--- config.mk ---
export PLATFORM = sky130hd
export DESIGN_NAME = serial_subtractor
export DESIGN_NICKNAME = d
export VERILOG_FILES = /design/src/rtl/serial_subtractor.sv
export SDC_FILE = /design/constraint.sdc
export NUM_CORES = 1
export LEC_CHECK = 0
export CAP_MARGIN = 20
export CORE_ASPECT_RATIO = 0.75
export CORE_UTILIZATION = 52
export DETAILED_ROUTE_END_ITERATION = 8
export PLACE_DENSITY_LB_ADDON = 0.2
export SLEW_MARGIN = 15
export SYNTH_ARGS = -nofsm -noshare
export SYNTH_HDL_FRONTEND = slang
export SYNTH_SLANG_ARGS = --single-unit
--- constraint.sdc ---
create_clock -name clk -period 3.11 [get_ports clk]
set_input_delay 0.933 -clock clk [delete_from_list [all_inputs] [get_ports clk]]
set_output_delay 0.933 -clock clk [all_outputs]
set_load 0.01 [all_outputs]
--- src/rtl/serial_subtractor.sv ---
// ============================================================================
//  Module   : serial_subtractor
//  Purpose  : Bit-serial D = A - B (LSB first) with a single full-subtractor
//             cell, valid/ready handshakes, borrow-out and signed overflow.
//  Revision : 1.0  initial release
// ============================================================================
`default_nettype none

module serial_subtractor #(
    parameter int WIDTH = 4
) (
    input  logic             clk,
    input  logic             rst_n,
    input  logic             ena,
    input  logic             in_valid,
    output logic             in_ready,
    input  logic [WIDTH-1:0] a,
    input  logic [WIDTH-1:0] b,
    output logic             out_valid,
    input  logic             out_ready,
    output logic [WIDTH-1:0] d,
    output logic             bout,
    output logic             ovf
);

    localparam int               c_CW   = $clog2(WIDTH);
    localparam logic [c_CW-1:0]  c_LAST = c_CW'(WIDTH - 1);

    typedef enum logic [1:0] {
        S_IDLE  = 2'd0,
        S_SHIFT = 2'd1,
        S_DONE  = 2'd2
    } state_t;

    state_t            r_state;
    logic [WIDTH-1:0]  r_a_sh;
    logic [WIDTH-1:0]  r_b_sh;
    logic [WIDTH-1:0]  r_d_sh;
    logic [c_CW-1:0]   r_cnt;
    logic              r_borrow;
    logic              r_a_msb;
    logic              r_b_msb;
    logic              r_bout;
    logic              r_ovf;

    logic              w_x;
    logic              w_y;
    logic              w_diff;
    logic              w_borrow_nxt;

    assign w_x          = r_a_sh[0];
    assign w_y          = r_b_sh[0];
    assign w_diff       = w_x ^ w_y ^ r_borrow;
    assign w_borrow_nxt = (~w_x & w_y) | (~(w_x ^ w_y) & r_borrow);

    // Handshakes are also masked by reset so nothing completes while held.
    assign in_ready  = rst_n & ena & (r_state == S_IDLE);
    assign out_valid = rst_n & ena & (r_state == S_DONE);

    assign d    = r_d_sh;
    assign bout = r_bout;
    assign ovf  = r_ovf;

    always_ff @(posedge clk) begin
        if (!rst_n) begin
            r_state  <= S_IDLE;
            r_a_sh   <= '0;
            r_b_sh   <= '0;
            r_d_sh   <= '0;
            r_cnt    <= '0;
            r_borrow <= 1'b0;
            r_a_msb  <= 1'b0;
            r_b_msb  <= 1'b0;
            r_bout   <= 1'b0;
            r_ovf    <= 1'b0;
        end else if (ena) begin
            case (r_state)
                S_IDLE: begin
                    if (in_valid) begin
                        r_a_sh   <= a;
                        r_b_sh   <= b;
                        r_a_msb  <= a[WIDTH-1];
                        r_b_msb  <= b[WIDTH-1];
                        r_borrow <= 1'b0;
                        r_cnt    <= '0;
                        r_state  <= S_SHIFT;
                    end
                end
                S_SHIFT: begin
                    r_a_sh   <= r_a_sh >> 1;
                    r_b_sh   <= r_b_sh >> 1;
                    r_d_sh   <= {w_diff, r_d_sh[WIDTH-1:1]};
                    r_borrow <= w_borrow_nxt;
                    r_cnt    <= r_cnt + 1'b1;
                    if (r_cnt == c_LAST) begin
                        // Last cell evaluates the sign bit, so its diff is the result MSB.
                        r_bout  <= w_borrow_nxt;
                        r_ovf   <= (r_a_msb != r_b_msb) & (w_diff != r_a_msb);
                        r_state <= S_DONE;
                    end
                end
                S_DONE: begin
                    if (out_ready) begin
                        r_state <= S_IDLE;
                    end
                end
                default: begin
                    r_state <= S_IDLE;
                end
            endcase
        end
    end

endmodule

`default_nettype wire

* After elaboration in Yosys (flattened, before gate mapping)
Index checks and enable logic that the tools add are counted.
Storage, ports and cells: register bits 21, bits of input ports 13, word-level logic and storage cells 49
Cells by class: mux-type cells 12, add/sub/neg operators 1, bitwise logic cells 11, equal/unequal tests 8, reductions and logical operators 7
Operators by type and width (count):
- $pmux W4 S2 | 2
- $reduce_and A3 Y1 | 3
- $mux W2 | 4
- $mux W4 | 2
- $and A1 B1 Y1 | 6
- $ne A2 B2 Y1 const B | 3
- $pmux W2 S3 | 1
- $eq A2 B2 Y1 const B | 2
- $pmux W2 S2 | 1
- $reduce_and A4 Y1 | 1
- $add A2 B1 Y2 const B | 1
- $eq A2 B1 Y1 const B | 1
- $logic_not A2 Y1 | 1
- $ne A1 B1 Y1 | 2
- $not A1 Y1 | 2
- $pmux W1 S2 | 1
- $reduce_and A2 Y1 | 1
- $reduce_bool A2 Y1 | 1
- $xor A1 B1 Y1 | 2
- $mux W1 | 1
- $or A1 B1 Y1 | 1

* Longest topological paths before layout
word-level depth 5, depth in mapped cells 5, mapped depth without buffers 4

* Worst setup path after synthesis
No wires, ideal clock.
path kind input to output, from in rst_n, to out in_ready, required time 2.177 ns, slack 0.679 ns, arrival time 1.498 ns, path buffers 1, cell stages on the path 3, cells stage by stage inv_1 clkbuf_1 nor3_1
Between the ends: word-level cells in the longest chain between the ends 2
Ends and longest elaborated chain:
- start, declared | RTL line 13 | input logic rst_n,
- $and A1 B1 Y1 (2 in series) | RTL line 57 | assign in_ready = rst_n & ena & (r_state == S_IDLE);
- end, declared | RTL line 16 | output logic in_ready,
No other way between the ends.

* Worst setup path in the final report
from in ena, to out in_ready
Between the ends: word-level cells in the longest chain between the ends 2
Ends and longest elaborated chain:
- start, declared | RTL line 14 | input logic ena,
- $and A1 B1 Y1 (2 in series) | RTL line 57
No other way between the ends.

==> out/qor.yml <==
slowest_stage: "clkdlybuf4s50_1"
hold_start: "r_borrow"
critPathMaxFanout: 4
cts.sinks: 21
holdWs_ns: 0.4930
cp-start-kind: "primary input"
tightest_slew_ns: 0.4912
crit_arrival_ns: 2.01
synth_area_um2: 993.5
nNetsFinal: 139
whs_endpoint: "r_borrow"
clockBufferDepth: 2
yosysMostFrequentCell: "dfxtp_1"
placed_area_um2: 1210
cts_resized: 3
p_leak_uw: 0.0004801
synth-seq-cells: 21
ys_warn_count: 0
rsz0062_at_grt: "false"
synth_ff_type: "dfxtp_1"
async_flop_share_pct: 0
drive_above_1_share_pct: 17.07
hp-class: "register to register"
skew_ns: 0.009476
synthTopCellsByArea: "dfxtp_1 42%, mux2i_1 10%, a21oi_1 7.6%"
die_area_um2: 2091
path_clk_slew_ns: 0.12
crit_family: "buffers and inverters"
areaGrowthSynthToFinish_pct: 24.81
hold_buffers: 0
syn_avg_cell_area_um2: 9.935
period_needed_ns: 2.939
num_rows: 13
hold_viol: 0
fin_ws_ns: 0.1708
rrSetupSlack_ns: 1.48
postSynthCellCount: 100
fin_crit_sh_pct: 94.51
drtIter0Drc: 18
ant_nets: 0
post_drt_wl_per_cell_um: 13.62
cts_setup_buffers: 0
synth_top_area_share_pct: 42.32
p_per_area_nw_per_um2: 414.1
ir_worst_vdd_uv: 376.7
clock_latency_ns: 0.31
critical_path_class: "primary input to output port"
cts-root-buf: "clkbuf_4"
cap_violations: 0
worstPathCellList: "clkdlybuf4s50_1 > nand2b_2 > nor3_2 > dlygate4sd2_1"
die_y_um: 39.86
grt_max_degree: 13
die_w_um: 52.47
finalPower_uw: 513.4
synth_cell_types: 30
grt_pass1_vias: 719
reg2reg_to: "ovf"
maxSlewViolCount: 0
critPathMaxStageDelay_ns: 0.54
boundaryPins: 21
timing.rr.start: "r_b_sh[0]"
dp_hpwl_um: 1491
crit_required_ns: 2.18
path_buf_inv: 2
synthTopCellsByCount: "21 x dfxtp_1, 15 x a21oi_1, 10 x mux2i_1"
final_cell_area_um2: 1240
reg2reg_depth: 4
min_path_cells: 2
syn-num-nets: 115
pre_cts_slack_ns: -0.1716
track_usage_pct: 22.53
relSlewSlack_pct: 67.21
initial_core_util_pct: 56.55
grt_pass1_wl_um: 3180
portBuffers: 20
wirelength_um: 1975
endpoint_kind: "output port"
htree_num_levels: 1
setup_viol: 0
vias: 809
synth_area_leader_cell: "dfxtp_1"
yosysSeqAreaShare_pct: 42.32
diodes: 0
synth_edf_count: 0
place.gp.congestion: 0.8297
post-route-drc-count: 0
antenna_found_initial: 0
grt.overflow.total: 0
status: "completed"
drt_first_pass_iters: 4
numCtsBuffers: 3
max_freq_mhz: 340.2
core_um2: 1757
cts_tree: "done"
vias_per_cell: 5.579
[state kept, by name, summed over array words and instances (netlist names)]
register,cells
bout,1
r_a_msb,1
r_a_sh,4
r_borrow,1
r_state,2
r_cnt,2
d,4
r_b_sh,4
ovf,1
r_b_msb,1
[final cells by class]
class	instances	area, um2
Sequential cell	21	420.4
Clock inverter	1	5.005
Tap cell	22	27.53
Fill cell	150	516.7
Timing Repair Buffer	25	235.2
Clock buffer	3	22.52
Multi-Input combinational cell	70	518.0
Inverter	3	11.26
[report_power, final]
part | switching (uW) | internal (uW) | leakage [uW]
clock | 82.9 | 48.1 | 0.0000177
combinational | 41.8 | 47.1 | 0.000291
sequential | 12.1 | 281 | 0.000171
[cells in the final DEF (no fill, tap or decap), drive strengths merged]
cell type      count
nand4b             1
dfxtp             21
nor2b              1
and4b              1
and4bb             1
mux2i             10
buf                5
ha                 1
o21ai              6
a21oi             15
nand3b             2
fa                 1
or2b               1
nand2b             3
nor3               2
or3b               1
nand2              3
clkinv             1
a211oi             8
dlygate4sd2        2
inv                3
or2                2
nor2               9
clkbuf             3
a31oi              1
and2b              1
clkdlybuf4s50     18
[worst register-to-register path, stage by stage, from the launching register on]
cell and delay, ns:
dfxtp_1 0.37, inv_1 0.07, fa_1 0.52, or3b_2 0.46, a31oi_1 0.17
[how the worst max path moves through the flow]
stage / start / endpoint / slack (ns) / cells after the start
global route: ena / in_ready / 0.10 / 4
CTS: ena / in_ready / 0.18 / 4
global placement: ena / in_ready / -0.17 / 4
floorplan: rst_n / in_ready / 0.68 / 3
finish: ena / in_ready / 0.17 / 4
detailed placement: ena / in_ready / -0.17 / 4
[through the flow]
stage	instances	TNS [ns]	utilization, %
floorplan	100	0	-
global placement	141	-0.2352	68.87
detailed placement	141	-0.2526	68.87
CTS	145	0	70.58
global route	145	0	70.58
finish	145	0	70.58
[logic make-up after synthesis]
kind of cell	Yosys count	share of synthesized area [%]
flip-flops	21	42.32
buffers and inverters	9	6.046
multiplexers	10	10.08
AND/OR/NAND/NOR	28	20.03
AO/OA/AOI/OAI	30	18.26
adder cells (fa/ha/maj)	2	3.274
[routing by layer]
metal	share of wire [%]	routed length [um]	up-vias	global-route usage, %
met5	0	0	-	0
met4	1.3	26	0	7.895
met3	4.7	93	4	6.977
met2	45	883	22	36.71
met1	49	973	381	28.21
li1	-	-	402	-
(Power assumes the default switching activity.)
